[config.mk]
export PLATFORM = sky130hd
export DESIGN_NAME = apb_master_flat
export DESIGN_NICKNAME = d
export VERILOG_FILES = /design/src/rtl/apb_master_if.sv /design/src/rtl/apb_master.sv /design/src/flat_wrapper.sv
export SDC_FILE = /design/constraint.sdc
export NUM_CORES = 1
export LEC_CHECK = 0
export ABC_AREA = 0
export BUFFER_PORTS_ARGS = -buffer_cell sky130_fd_sc_hd__buf_2
export CAP_MARGIN = 15
export CORE_ASPECT_RATIO = 0.6
export CORE_MARGIN = 5
export CORE_UTILIZATION = 46
export CTS_BUF_LIST = sky130_fd_sc_hd__clkbuf_8 sky130_fd_sc_hd__clkbuf_16
export DETAILED_ROUTE_END_ITERATION = 16
export GPL_ROUTABILITY_DRIVEN = 1
export HOLD_SLACK_MARGIN = 0.12
export PLACE_DENSITY = 0.83
export SLEW_MARGIN = 20
export SYNTH_ARGS = -nofsm -noshare
export SYNTH_HDL_FRONTEND = slang
export SYNTH_SLANG_ARGS = --single-unit
[constraint.sdc]
create_clock -name pclk -period 4 [get_ports pclk]
set_input_delay 0.2 -clock pclk [delete_from_list [all_inputs] [get_ports pclk]]
set_output_delay 0.2 -clock pclk [all_outputs]
set_load 0.005 [all_outputs]
[src/rtl/apb_master_if.sv]
// rtl/apb_master_if.sv - command/response port and APB bus bundle for apb_master
interface apb_master_if #(
    parameter int DATA_SIZE  = 32,
    parameter int ADDR_SIZE  = 32,
    parameter int PSTRB_SIZE = DATA_SIZE / 8
);
    logic                  cmd_valid;
    logic                  cmd_ready;
    logic                  cmd_write;
    logic [ADDR_SIZE-1:0]  cmd_addr;
    logic [DATA_SIZE-1:0]  cmd_wdata;
    logic [PSTRB_SIZE-1:0] cmd_pstrb;
    logic                  rsp_valid;
    logic [DATA_SIZE-1:0]  rsp_rdata;
    logic                  rsp_err;
    logic                  psel;
    logic                  penable;
    logic                  pwrite;
    logic [ADDR_SIZE-1:0]  paddr;
    logic [DATA_SIZE-1:0]  pwdata;
    logic [PSTRB_SIZE-1:0] pstrb;
    logic [DATA_SIZE-1:0]  prdata;
    logic                  pready;
    logic                  pslverr;

    modport master (
        input  cmd_valid, cmd_write, cmd_addr, cmd_wdata, cmd_pstrb,
        input  prdata, pready, pslverr,
        output cmd_ready, rsp_valid, rsp_rdata, rsp_err,
        output psel, penable, pwrite, paddr, pwdata, pstrb
    );

    modport slave (
        output cmd_valid, cmd_write, cmd_addr, cmd_wdata, cmd_pstrb,
        output prdata, pready, pslverr,
        input  cmd_ready, rsp_valid, rsp_rdata, rsp_err,
        input  psel, penable, pwrite, paddr, pwdata, pstrb
    );
endinterface

[src/rtl/apb_master.sv]
// rtl/apb_master.sv - APB requester bridging a command/response port onto APB
// Optional ACCESS-phase timeout is built when APB_MASTER_TIMEOUT_EN is defined.
module apb_master #(
    parameter int DATA_SIZE      = 32,
    parameter int ADDR_SIZE      = 32,
    parameter int PSTRB_SIZE     = DATA_SIZE / 8,
    parameter int TIMEOUT_CYCLES = 16
) (
    input  logic          pclk,
    input  logic          prst,
    apb_master_if.master  bus
);
    typedef enum logic [1:0] {
        IDLE   = 2'd0,
        SETUP  = 2'd1,
        ACCESS = 2'd2,
        DONE   = 2'd3
    } state_t;

    state_t                state;
    state_t                state_d;
    logic                  accept;
    logic                  xfer_ok;
    logic                  xfer_timeout;
    logic                  cmd_ready_q;
    logic                  psel_q;
    logic                  penable_q;
    logic                  pwrite_q;
    logic                  rsp_valid_q;
    logic                  rsp_err_q;
    logic [ADDR_SIZE-1:0]  paddr_q;
    logic [DATA_SIZE-1:0]  pwdata_q;
    logic [DATA_SIZE-1:0]  rdata_q;
    logic [PSTRB_SIZE-1:0] pstrb_q;

    if (TIMEOUT_CYCLES < 2) begin : g_bad_timeout
        $error("apb_master: TIMEOUT_CYCLES must be at least 2");
    end

    assign accept = (state == IDLE) && cmd_ready_q && bus.cmd_valid;

`ifdef APB_MASTER_TIMEOUT_EN
    localparam int CNT_W = $clog2(TIMEOUT_CYCLES);
    logic [CNT_W-1:0] tmo_cnt;

    // Held at zero outside ACCESS so every ACCESS phase starts counting from 0.
    always_ff @(posedge pclk or posedge prst) begin
        if (prst) begin
            tmo_cnt <= '0;
        end else if (state != ACCESS) begin
            tmo_cnt <= '0;
        end else if (!bus.pready) begin
            tmo_cnt <= tmo_cnt + CNT_W'(1);
        end
    end
`endif

    always_comb begin
        state_d      = state;
        xfer_ok      = 1'b0;
        xfer_timeout = 1'b0;
        case (state)
            IDLE:   if (accept) state_d = SETUP;
            SETUP:  state_d = ACCESS;
            ACCESS: begin
                if (bus.pready) begin
                    xfer_ok = 1'b1;
                    state_d = DONE;
                end
`ifdef APB_MASTER_TIMEOUT_EN
                else if (tmo_cnt == CNT_W'(TIMEOUT_CYCLES - 1)) begin
                    xfer_timeout = 1'b1;
                    state_d      = DONE;
                end
`endif
            end
            DONE:    state_d = IDLE;
            default: state_d = IDLE;
        endcase
    end

    always_ff @(posedge pclk or posedge prst) begin
        if (prst) begin
            state <= IDLE;
        end else begin
            state <= state_d;
        end
    end

    // Outputs are decoded from the next state so they are registered yet line up with it.
    always_ff @(posedge pclk or posedge prst) begin
        if (prst) begin
            cmd_ready_q <= 1'b0;
            psel_q      <= 1'b0;
            penable_q   <= 1'b0;
            rsp_valid_q <= 1'b0;
            pwrite_q    <= 1'b0;
            paddr_q     <= '0;
            pwdata_q    <= '0;
            pstrb_q     <= '0;
            rdata_q     <= '0;
            rsp_err_q   <= 1'b0;
        end else begin
            cmd_ready_q <= (state_d == IDLE);
            psel_q      <= (state_d == SETUP) || (state_d == ACCESS);
            penable_q   <= (state_d == ACCESS);
            rsp_valid_q <= (state_d == DONE);
            if (accept) begin
                pwrite_q <= bus.cmd_write;
                paddr_q  <= bus.cmd_addr;
                pwdata_q <= bus.cmd_write ? bus.cmd_wdata : '0;
                pstrb_q  <= bus.cmd_write ? bus.cmd_pstrb : '0;
            end
            if (xfer_ok) begin
                rdata_q   <= pwrite_q ? '0 : bus.prdata;
                rsp_err_q <= bus.pslverr;
            end else if (xfer_timeout) begin
                rdata_q   <= '0;
                rsp_err_q <= 1'b1;
            end
        end
    end

    assign bus.cmd_ready = cmd_ready_q;
    assign bus.psel      = psel_q;
    assign bus.penable   = penable_q;
    assign bus.pwrite    = pwrite_q;
    assign bus.paddr     = paddr_q;
    assign bus.pwdata    = pwdata_q;
    assign bus.pstrb     = pstrb_q;
    assign bus.rsp_valid = rsp_valid_q;
    assign bus.rsp_rdata = rdata_q;
    assign bus.rsp_err   = rsp_err_q;
endmodule

[src/flat_wrapper.sv]
// flat-port wrapper written by rule: the top's interface ports become plain ports
module apb_master_flat 
#(
    parameter int DATA_SIZE      = 32,
    parameter int ADDR_SIZE      = 32,
    parameter int PSTRB_SIZE     = DATA_SIZE / 8,
    parameter int TIMEOUT_CYCLES = 16
)
  (pclk, prst, bus_cmd_valid, bus_cmd_write, bus_cmd_addr, bus_cmd_wdata, bus_cmd_pstrb, bus_prdata, bus_pready, bus_pslverr, bus_cmd_ready, bus_rsp_valid, bus_rsp_rdata, bus_rsp_err, bus_psel, bus_penable, bus_pwrite, bus_paddr, bus_pwdata, bus_pstrb);
  apb_master_if #(.DATA_SIZE(DATA_SIZE), .ADDR_SIZE(ADDR_SIZE), .PSTRB_SIZE(PSTRB_SIZE)) bus_i ();
  input  logic pclk;
  input  logic prst;
  input wire logic [$bits(bus_i.cmd_valid)-1:0] bus_cmd_valid;
  input wire logic [$bits(bus_i.cmd_write)-1:0] bus_cmd_write;
  input wire logic [$bits(bus_i.cmd_addr)-1:0] bus_cmd_addr;
  input wire logic [$bits(bus_i.cmd_wdata)-1:0] bus_cmd_wdata;
  input wire logic [$bits(bus_i.cmd_pstrb)-1:0] bus_cmd_pstrb;
  input wire logic [$bits(bus_i.prdata)-1:0] bus_prdata;
  input wire logic [$bits(bus_i.pready)-1:0] bus_pready;
  input wire logic [$bits(bus_i.pslverr)-1:0] bus_pslverr;
  output wire logic [$bits(bus_i.cmd_ready)-1:0] bus_cmd_ready;
  output wire logic [$bits(bus_i.rsp_valid)-1:0] bus_rsp_valid;
  output wire logic [$bits(bus_i.rsp_rdata)-1:0] bus_rsp_rdata;
  output wire logic [$bits(bus_i.rsp_err)-1:0] bus_rsp_err;
  output wire logic [$bits(bus_i.psel)-1:0] bus_psel;
  output wire logic [$bits(bus_i.penable)-1:0] bus_penable;
  output wire logic [$bits(bus_i.pwrite)-1:0] bus_pwrite;
  output wire logic [$bits(bus_i.paddr)-1:0] bus_paddr;
  output wire logic [$bits(bus_i.pwdata)-1:0] bus_pwdata;
  output wire logic [$bits(bus_i.pstrb)-1:0] bus_pstrb;
  assign bus_i.cmd_valid = bus_cmd_valid;
  assign bus_i.cmd_write = bus_cmd_write;
  assign bus_i.cmd_addr = bus_cmd_addr;
  assign bus_i.cmd_wdata = bus_cmd_wdata;
  assign bus_i.cmd_pstrb = bus_cmd_pstrb;
  assign bus_i.prdata = bus_prdata;
  assign bus_i.pready = bus_pready;
  assign bus_i.pslverr = bus_pslverr;
  assign bus_cmd_ready = bus_i.cmd_ready;
  assign bus_rsp_valid = bus_i.rsp_valid;
  assign bus_rsp_rdata = bus_i.rsp_rdata;
  assign bus_rsp_err = bus_i.rsp_err;
  assign bus_psel = bus_i.psel;
  assign bus_penable = bus_i.penable;
  assign bus_pwrite = bus_i.pwrite;
  assign bus_paddr = bus_i.paddr;
  assign bus_pwdata = bus_i.pwdata;
  assign bus_pstrb = bus_i.pstrb;
  apb_master #(.DATA_SIZE(DATA_SIZE), .ADDR_SIZE(ADDR_SIZE), .PSTRB_SIZE(PSTRB_SIZE), .TIMEOUT_CYCLES(TIMEOUT_CYCLES)) u_core (.pclk(pclk), .prst(prst), .bus(bus_i));
endmodule
==> summary.md <==
| Metric | Value |
|---|---|
| Synth unique cells | `17` |
| Port bufs | `211` |
| RR Endpoint | `u_core.bus.pwdata[12]` |
| Die ar. | `0.0119 mm²` |
| Dpl hpwl | `8.19 mm` |
| Min-Delay Startpoint | `bus_cmd_wdata[26]` |
| Hold depth | `3` |
| Synth Flop Type | `dfrtp_1` |
| Routed WL | `12.4 mm` |
| H-tree levels | `3` |
| Top post-synthesis cells by count | `dfrtp_1, mux2_2, inv_1` |
| Arrival time of the worst setup path | `2.50 ns` |
| Measured slew at the worst slew-check pin | `0.978 ns` |
| Die H | `86.5 µm` |
| Clock skew | `0.00616 ns` |
| Leakage | `0.00364 µW` |
| Tcrit/Tclk final | `56.4%` |
| Mapped cell area | `0.00449 mm²` |
| WS Path Type | `reg2reg` |
| Vias per cell | `4.68` |
| Final hold vios | `0` |
| Initial Util | `48.0%` |
| Hold Path Class | `in2reg` |
| Post-Place Cells | `675` |
| First-pass DRT Iterations | `4` |
| Post-route insts no fill | `750` |
| Core Area | `0.00936 mm²` |
| Cell with the most instances after synthesis | `dfrtp_1` |
| Initial antenna violation count | `0` |
| Tmin final | `2.26 ns` |
| TritonCTS clock tree | `done` |
| # clock sinks | `108` |
| Final GP Congestion | `0.762` |
| Share of layout cells above drive strength 1 | `47.9%` |
| DR iter-0 viols | `122` |
| Routed len/inst | `16.5 µm` |
| Synth top area cells | `dfrtp_1, mux2_2, mux2i_1` |
| ANT cells | `0` |
| DRT antenna net count | `0` |
| Synthesis Warnings | `0` |
| Run status | `finished, final reports clean` |
| RSZ-0062 raised after global routing | `no` |
| Maxcap violations | `0` |
| Slew Limit Fails | `0` |
| Io pins | `212` |
| Seq cells post-synth | `108` |
| Synth area leader | `dfrtp_1` |
| Synth top area share | `60.2%` |
| Hold slack | `0.121 ns` |
| Global Route Usage Sum | `20.8%` |
| Root buffer cell | `clkbuf_16` |
| Row cnt | `27` |
| Critical path endpoint category | `register` |
| Largest net degree at the start of global routing | `75` |
| Crit path required time | `4.24 ns` |
| Die width | `138 µm` |
| Reg2Reg Depth | `6` |
| Hold Buf Count CTS | `59` |
| CTS Buffer Depth | `2` |
| Via count | `3510` |
| Relative slew slack | `34.8%` |
| CP Max Fanout | `31` |
| Synth async-reset ratio | `100%` |
| Startpoint types | `register` |
| Setup TNS | `0 ns` |
| Area Growth Syn to Fin | `45.8%` |
| Skew-Pair Late Insertion Delay | `0.34 ns` |
| Setup repair bufs after CTS | `0` |
| Post-synthesis sequential area ratio | `60.2%` |
| Detailed-route DRC error count | `0` |
| FF-to-FF Start | `u_core.state[0]` |
| Clock slew at reported path FFs | `0.07 ns` |
| Finish-stage setup viols | `0` |
| Num CTS Buffers | `9` |
| Syn nets | `456` |
| R2r setup slk | `1.74 ns` |
| Vias in the first global route | `3892` |
| Total gr overflow | `0` |
| Post-Syn Area per Cell | `12.9 µm²` |
| Max Fclk | `0.443 GHz` |
| Worst IR Drop VDD | `343 µV` |
| Power Density | `673 mW/mm²` |
| Final net count | `724` |
| Post-Synthesis Cells | `347` |
| Layout fillers | `671` |
| Global-route wire length before repair | `19.3 mm` |
| Number of flops mapped to enable cells by yosys | `0` |
| Post_cts resized | `0` |
| Min-Delay Endpoint | `u_core.bus.pwdata[26]` |
[layout make-up]
| class | instances | area, µm² | share of cell area (%) |
|---|---|---|---|
| clock buffer | 11 | 253 | 3.86 |
| timing repair buffer | 274 | 1680 | 25.6 |
| sequential | 108 | 2700 | 41.3 |
| clock inverter | 5 | 37.5 | 0.574 |
| multi-input combinational | 182 | 1560 | 23.8 |
| inverter | 40 | 153 | 2.33 |
| tap | 130 | 163 | 2.49 |
[cell families after synthesis]
| family | count (synthesis) | share of synthesized area (%) |
|---|---|---|
| AND/OR/NAND/NOR | 72 | 8.20 |
| AO/OA/AOI/OAI | 5 | 0.948 |
| adder cells (fa/ha/maj) | 3 | 0.836 |
| multiplexers | 102 | 24.6 |
| buffers and inverters | 57 | 5.21 |
| flip-flops | 108 | 60.2 |
[state kept, by name, indices dropped and copies added (netlist names)]
name	count
u_core.bus.paddr	32
u_core.bus.rsp_rdata	32
u_core.bus.pwdata	32
u_core.bus.pstrb	4
u_core.bus.rsp_err	1
u_core.bus.rsp_valid	1
u_core.bus.pwrite	1
u_core.bus.cmd_ready	1
u_core.bus.penable	1
u_core.state	2
u_core.bus.psel	1
[per-layer routing]
| layer | GRT usage [%] | wire [µm] | vias up |
|---|---|---|---|
| met4 | 4.62 | 115 | 0 |
| met3 | 7.71 | 1280 | 11 |
| met2 | 35.4 | 6030 | 154 |
| li1 | - | - | 1655 |
| met5 | 0 | 0 | - |
| met1 | 25.3 | 4980 | 1690 |
[layout by cell type (no fill, tap or decap), drive strengths merged]
cell type,instances
dfrtp,108
and2b,5
inv,41
dlygate4sd3,59
nor2b,28
clkbuf,11
a21o,1
a221oi,2
or2,1
ha,3
nand2,37
nand3,1
a22o,2
mux2,66
clkinvlp,1
clkinv,3
buf,215
mux2i,36
[worst max path at each step]
| stage | startpoint | end |
|---|---|---|
| floorplan | prst | u_core.bus.cmd_ready |
| global placement | u_core.state[0] | u_core.bus.pwdata[12] |
| detailed placement | u_core.state[0] | u_core.bus.pwdata[11] |
| CTS | u_core.state[0] | u_core.bus.pwdata[25] |
| global route | u_core.state[0] | u_core.bus.pwdata[12] |
| finish | u_core.state[0] | u_core.bus.pwdata[12] |
[stage by stage]
step	area, µm²	power, µW	util (%)	setup WS (ns)
floorplan	4490	2730	-	0.954
global placement	5660	3420	60.5	1.88
detailed placement	5660	3510	60.5	1.78
CTS	6540	4430	69.9	1.73
global route	6540	4720	69.9	1.61
finish	6540	4400	69.9	1.74
[report_power, final]
| part | switching, µW | internal [µW] |
|---|---|---|
| clock network | 394 | 458 |
| logic | 722 | 911 |
| registers | 314 | 1600 |
| total | 1430 | 2970 |
[critical path: stages (launching register included)]
cell,delay (ns)
dfrtp_1,0.38
inv_1,0.07
ha_1,0.29
nand3_4,0.38
buf_4,0.47
buf_4,0.31
mux2i_1,0.25
Power figures use the tool's default switching activity.
